**src/rtl/datapath_run_controller.sv**
```systemverilog
// datapath_run_controller: sequences one datapath run. The core is held in
// reset for RESET_CYCLES cycles, then enabled until it halts or the
// RUN_CYCLES budget is used up.
// Optional build macro: DPRC_SINGLE_STEP_EN. It adds the Step port, and in
// RUN the core is enabled for one cycle per rising edge of Step.
//
// state   | meaning
// --------+------------------------------------------------------------
// S_IDLE  | core held in reset, waiting for Start
// S_RESET | core held in reset for RESET_CYCLES cycles
// S_RUN   | core released and clock-enabled, enabled cycles counted
// S_DONE  | core frozen (out of reset, not enabled), result reported
module datapath_run_controller #(
  parameter int unsigned RESET_CYCLES = 2,
  parameter int unsigned RUN_CYCLES   = 15,
  parameter int unsigned CNT_WIDTH    = 16
) (
  input  logic                 Clk,
  input  logic                 Rst,
  input  logic                 Start,
  input  logic                 Abort,
  input  logic                 Halt,
`ifdef DPRC_SINGLE_STEP_EN
  input  logic                 Step,
`endif
  output logic                 CoreRst,
  output logic                 CoreEn,
  output logic                 Busy,
  output logic                 Done,
  output logic                 TimedOut,
  output logic [CNT_WIDTH-1:0] CycleCount
);

  localparam int RW = (RESET_CYCLES > 1) ? $clog2(RESET_CYCLES) : 1;
  localparam logic [RW-1:0]        RST_LAST = RW'(RESET_CYCLES - 1);
  localparam logic [CNT_WIDTH-1:0] RUN_MAX  = CNT_WIDTH'(RUN_CYCLES);
  localparam logic [CNT_WIDTH-1:0] RUN_PEN  = CNT_WIDTH'(RUN_CYCLES - 1);

  typedef enum logic [1:0] {S_IDLE, S_RESET, S_RUN, S_DONE} state_t;

  state_t               state, state_d;
  logic [RW-1:0]        rst_cnt, rst_cnt_d;
  logic [CNT_WIDTH-1:0] cnt_d;
  logic                 to_d;
  logic                 en_req;

`ifdef DPRC_SINGLE_STEP_EN
  logic step_q;

  // Step history for rising-edge detection.
  always_ff @(posedge Clk or posedge Rst) begin
    if (Rst) step_q <= 1'b0;
    else     step_q <= Step;
  end

  assign en_req = Step & ~step_q;
`else
  assign en_req = 1'b1;
`endif

  // Next-state, counter and result logic; Abort overrides everything.
  always_comb begin
    state_d   = state;
    rst_cnt_d = rst_cnt;
    cnt_d     = CycleCount;
    to_d      = TimedOut;
    if (Abort) begin
      state_d = S_IDLE;
      to_d    = 1'b0;
    end else begin
      case (state)
        S_IDLE, S_DONE: begin
          if (Start) begin
            state_d   = S_RESET;
            rst_cnt_d = '0;
            cnt_d     = '0;
            to_d      = 1'b0;
          end
        end
        S_RESET: begin
          if (rst_cnt == RST_LAST) state_d = S_RUN;
          else                     rst_cnt_d = rst_cnt + RW'(1);
        end
        S_RUN: begin
          // Only enabled cycles count or see Halt. A halt that lands on the
          // budget-reaching cycle still reports the full count, but as a halt.
          if (CoreEn) begin
            if (Halt) begin
              state_d = S_DONE;
              to_d    = 1'b0;
              if (CycleCount == RUN_PEN) cnt_d = RUN_MAX;
            end else begin
              cnt_d = CycleCount + CNT_WIDTH'(1);
              if (CycleCount == RUN_PEN) begin
                state_d = S_DONE;
                to_d    = 1'b1;
              end
            end
          end
        end
        default: state_d = S_IDLE;
      endcase
    end
  end

  // State, counters and registered outputs derived from the next state.
  always_ff @(posedge Clk or posedge Rst) begin
    if (Rst) begin
      state      <= S_IDLE;
      rst_cnt    <= '0;
      CycleCount <= '0;
      TimedOut   <= 1'b0;
      CoreRst    <= 1'b1;
      CoreEn     <= 1'b0;
      Busy       <= 1'b0;
      Done       <= 1'b0;
    end else begin
      state      <= state_d;
      rst_cnt    <= rst_cnt_d;
      CycleCount <= cnt_d;
      TimedOut   <= to_d;
      CoreRst    <= (state_d == S_IDLE) || (state_d == S_RESET);
      CoreEn     <= (state_d == S_RUN) && en_req;
      Busy       <= (state_d == S_RESET) || (state_d == S_RUN);
      Done       <= (state_d == S_DONE);
    end
  end

endmodule

```
**config.mk**
```make
export PLATFORM = sky130hd
export DESIGN_NAME = datapath_run_controller
export DESIGN_NICKNAME = d
export VERILOG_FILES = /design/src/rtl/datapath_run_controller.sv
export SDC_FILE = /design/constraint.sdc
export NUM_CORES = 1
export LEC_CHECK = 0
export BUFFER_PORTS_ARGS = -buffer_cell sky130_fd_sc_hd__buf_2
export CAP_MARGIN = 20
export CORE_ASPECT_RATIO = 1.1
export CORE_UTILIZATION = 57
export CTS_BUF_LIST = sky130_fd_sc_hd__clkbuf_8
export CTS_CLUSTER_SIZE = 24
export DETAILED_ROUTE_END_ITERATION = 16
export PLACE_DENSITY = 0.83
export SLEW_MARGIN = 20
export SYNTH_ARGS = -nofsm -noshare
export SYNTH_HDL_FRONTEND = slang
export SYNTH_SLANG_ARGS = --single-unit
```
**constraint.sdc**
```tcl
create_clock -name Clk -period 2.9 [get_ports Clk]
set_input_delay 0.87 -clock Clk [delete_from_list [all_inputs] [get_ports Clk]]
set_output_delay 0.87 -clock Clk [all_outputs]
set_load 0.01 [all_outputs]
```
# ---- Word-level counts from Yosys, hierarchy flattened
# Index checks and enable logic that the tools add are counted.
dict set report word_totals {
  register_bits 24
  inputBits 5
  output_inout_bits 21
  wordCells 55
}
dict set report classes {
  n_addsub 2
  eq_ne 13
  mux 20
  n_bitwise 1
  n_reduce_logical 11
}
# cell count
set op_table {}
lappend op_table {{two-way mux 16 bit} 4}
lappend op_table {{case mux 16 bit (2 select lines)} 1}
lappend op_table {{adder 16 x 1 -> 16 bit, second input constant} 1}
lappend op_table {{equality test 16 x 4 -> 1 bit, second input constant} 1}
lappend op_table {{two-way mux 2 bit} 6}
lappend op_table {{inequality test 3 bit, second input constant} 3}
lappend op_table {{equality test 2 bit, second input constant} 4}
lappend op_table {{two-way mux 1 bit} 6}
lappend op_table {{case mux 2 bit (3 select lines)} 1}
lappend op_table {{AND reduction 5 bit} 1}
lappend op_table {{equality test 2 x 1 -> 1 bit, second input constant} 2}
lappend op_table {{logical NOT 2 bit} 2}
lappend op_table {{inequality test 2 bit, second input constant} 2}
lappend op_table {{inequality test 4 bit, second input constant} 1}
lappend op_table {{case mux 1 bit (2 select lines)} 2}
lappend op_table {{AND reduction 4 bit} 1}
lappend op_table {{nonzero test 2 bit} 2}
lappend op_table {{AND reduction 3 bit} 1}
lappend op_table {{nonzero test 3 bit} 1}
lappend op_table {{logical OR 1 bit} 2}
lappend op_table {{OR reduction 2 bit} 1}
lappend op_table {{adder 1 bit, second input constant} 1}
lappend op_table {{NOT 1 bit} 1}

# ---- Logic depth before layout (Yosys ltp)
dict set report logic_depth {
  depth_word 8
  depth_mapped 9
  mapped_depth_nobuf 9
}

# ---- Worst setup path after synthesis
# OpenSTA, ideal clock, no wires.
dict set report synth_timing {
  path_type {flip-flop to flip-flop}
  from {register state[0]}
  to {register CycleCount[14]}
  setup_time_ns 0.129
  t_arrival_ns 2.071
  required_time_ns 2.771
  path_slack_ns 0.701
  path_stages_with_launch 10
  path_buffers 2
  period_less_slack_ns 2.199
  path_cell_list {dfrtp_1 inv_1 ha_1 nor2b_4 or4_4 buf_6 a31o_4 buf_6 o21ai_2 o31ai_2}
}
dict set report synth_between {
  elab_chain_len 4
  elab_cells_between_ends 10
  cone_classes {eq/ne: 5; mux: 1; reduce/logical: 4}
}
# item line_no
set synth_rtl {}
lappend synth_rtl {{start: declaration} 41} ;# state_t state, state_d;
lappend synth_rtl {{start signal: assignment} 118} ;# state <= state_d;
lappend synth_rtl {{equality test 2 bit or logical NOT 2 bit (tied branches)} 71} ;# case (state)
lappend synth_rtl {{OR reduction 2 bit} 71}
lappend synth_rtl {{inequality test 2 bit (no source line) or nonzero test 2 bit (tied branches)} -}
lappend synth_rtl {{AND reduction 5 bit (no source line)} -}
lappend synth_rtl {{end signal: assignment} 120} ;# CycleCount <= cnt_d;
lappend synth_rtl {{end: declaration} 31} ;# output logic [CNT_WIDTH-1:0] CycleCount
# Parallel ways exist; a longest one is shown, timed or not.
# A chain may end at the register's enable or synchronous reset.

# ---- Worst setup path after layout
dict set report layout_timing {
  from {register state[0]}
  to {register CycleCount[13]}
}
# Same word-level chain as after synthesis.

==> flow_summary_export.csv <==
group,metric,value,unit
outcome,outcome,"complete, no violations",
yosys,synth_nets,172,
clock_tree,cts.sinks,24,
worst_hold_path,whs_endpoint,"CycleCount[5]",
yosys,yosysSeqAreaShare,0.417,
finish,num-nets-final,196,
finish,area_growth,13.6,%
clock_tree,clock_path_buffers,2,
global_route,grt_pass1_vias,1162,
critical_path,r2r-start,"state[0]",
critical_path,regToRegSetupSlack,580,ps
yosys,synth_top_area_frac,0.399,
critical_path,worst-path-max-fanout,8,
critical_path,worstSetupStartpointType,"flop",
power,p_total,0.830,mW
yosys,async_flop_share,1.00,
worst_hold_path,hp-class,"reg -> reg",
yosys,syn_area_per_cell,9.14,um2
critical_path,required,3100,ps
power,power.share.clock,0.360,
power,switching_power,0.223,mW
timing,slew_headroom,0.405,
critical_path,worstSetupEndpointType,"flop",
die,core_area,0.00232,mm2
timing,slew_viol_final,0,
die,start_util,0.622,
job,cap_violations,0,
worst_hold_path,worstHoldStart,"CycleCount[5]",
finish,num-fill-cells,184,
yosys,yosys.area_share.simple,0.235,
finish,drive_gt1_frac,0.232,
power,ir_drop,0.439,mV
routing,vias,1235,
power,seqPwrFrac,0.461,
routing,detail_route.wl_per_cell,14.8,um
clock_tree,clock_latency,270,ps
timing,tightestPinTransition,891,ps
timing,hold_viol_final,0,
clock_tree,cts-root-buf,"clkbuf_8",
die,die_h,54.8,um
routing,ant_nets,0,
timing,fin_skew,2.82,ps
clock_tree,cts-htree-levels,1,
routing,wirelength,3120,um
yosys,synth_compound_area_frac,0.200,
routing,drc,0,
yosys,synthCells,158,
global_route,antenna_found_initial,0,
clock_tree,cts_hold_buf,0,
clock_tree,cts_setup_buffers,0,
critical_path,r2r-end,"CycleCount[13]",
yosys,synth-edff-count,0,
die,fp.dieArea,0.00274,mm2
routing,firstDrtPassIters,4,
place,io_buffers,25,
timing,rsz0062_at_grt,"no",
timing,setup_tns,0,ps
routing,vias_per_cell,5.85,
yosys,synth_area,0.00144,mm2
finish,mostFrequentLayoutCell,"buf_2",
global_route,grt_usage,0.253,
yosys,synth_seq_cells,24,
yosys,synth.largest_area_cell,"dfrtp_1",
yosys,synth_cell_types,39,
finish,ff_latch_area,602,um2
critical_path,crit_arrival,2520,ps
power,switching_share,0.269,
clock_tree,cts_tree,"done",
timing,fin_crit_sh,0.799,
power,intPower,0.607,mW
place,gp_congestion,0.995,
critical_path,reg2reg_depth,7,
clock_tree,cts_buffers,3,
yosys,yosysWarnings,0,
finish,num_antenna_cells,0,
place,dp_hpwl,2260,um
power,pwr-share-comb,0.180,
power,p_per_area,506,mW/mm2
yosys,synth_top_family_by_area,"simple AND/OR/NAND/NOR gates",
critical_path,critical_path_class,"reg -> reg",
finish,multi_input_area,763,um2
die,fp.dieW,50.0,um
clock_tree,clkTransAtPathRegs,90,ps
yosys,muxShareOfSynthArea,0.0156,
yosys,synthFlopType,"dfrtp_1",
global_route,overflow,0,
global_route,grt_max_degree,25,
die,ios,26,
power,leakagePower,0.783,nW
timing,setup_viol,0,
yosys,synth_area_leaders,"dfrtp_1, ha_1, a21oi_1",
routing,drtIter0Drc,46,
global_route,grt_pass1_wl,5090,um
timing,finalCriticalPeriod,2320,ps
die,rows,18,
yosys,synthAdderAreaFrac,0.0780,
worst_hold_path,hold_depth,1,
clock_tree,cts_resized,0,
finish,final_cell_mix,"buf_2, dfrtp_1, o21ai_1, a21oi_1, nand2_1",
timing,max_freq,431,MHz
yosys,synthXorXnorAreaFrac,0,
## critical path, stage by stage (launching register included)
cell,delay [ps]
dfrtp_1,420
inv_1,80
ha_1,380
nor2b_4,170
or4_4,540
nand2b_4,210
or3_1,350
o21ai_1,90
## power by group through the flow
stage | clock network, mW | registers (mW) | logic (mW)
global route | 0.311 | 0.386 | 0.169
CTS | 0.301 | 0.382 | 0.150
detailed placement | 0 | 0.388 | 0.150
global placement | 0 | 0.387 | 0.144
finish | 0.298 | 0.382 | 0.149
floorplan | 0 | 0.391 | 0.110
## worst max path at each step
stage / start / to / slack [ps] / cells after the start
after floorplan: state[0] / CycleCount[14] / 700 / 9
after global routing: state[0] / CycleCount[10] / 460 / 7
after detailed placement: Start / CycleCount[13] / 580 / 6
after global placement: Start / CycleCount[15] / 650 / 6
after CTS: state[0] / CycleCount[13] / 590 / 7
final: state[0] / CycleCount[13] / 580 / 7
## final cells by class
type | instances | area share
clock buffers | 3 | 0.0252
clock inverters | 1 | 0.0183
flip-flops and latches | 24 | 0.367
inverters | 11 | 0.0252
multi-input cells | 117 | 0.465
repair buffers | 25 | 0.0763
well taps | 30 | 0.0229
## metal layers
| layer | track usage | share of wire | vias up |
|---|---|---|---|
| met1 | 0.282 | 0.42 | 570 |
| met2 | 0.487 | 0.53 | 44 |
| met4 | 0.124 | 0.016 | 0 |
| met5 | 0 | 0 | - |
| li1 | - | - | 616 |
| met3 | 0.0250 | 0.039 | 5 |
## stage by stage
step                      utilization  setup WS [ps]  instance area, um2  instances  hold slack (ps)
after global placement          0.676            648                1570        207              516
after global routing            0.707            461                1640        211              548
final                           0.707            582                1640        211              532
after floorplan                     -            701                1440        158              495
after detailed placement        0.676            578                1570        207              523
after CTS                       0.707            589                1640        211              535
## sequential cells by signal, indices dropped and copies added, names as in the netlist
| name | flops |
|---|---|
| rst_cnt | 1 |
| CoreRst | 1 |
| Busy | 1 |
| state | 2 |
| Done | 1 |
| TimedOut | 1 |
| CycleCount | 16 |
| CoreEn | 1 |
## synthesized netlist by cell type, types with 2 or more instances
cell type  count
a31oi_1        4
and2_1         2
nor2_1        10
nor2b_1        3
ha_1           9
dfrtp_1       23
o31ai_1        4
nand2_1       12
mux2_2         2
or2_2          2
nand2b_1       3
o21ai_1       13
a21oi_1       13
nor4_1         2
inv_1         11
a211oi_1       2
or3_1          3
nor3_1         6
o21ai_0        4
buf_6          2
clkbuf_1       4
nand3_1        4
nand4_1        4
## logic make-up (layout without fill, tap and decap cells)
logic type	count (synthesis)	after routing
mux	2	2
compound gates	46	46
fa+ha+maj	9	9
simple gates	60	60
flops	24	24
buf+inv	17	40
No activity file was read; power rests on OpenSTA's default activity.
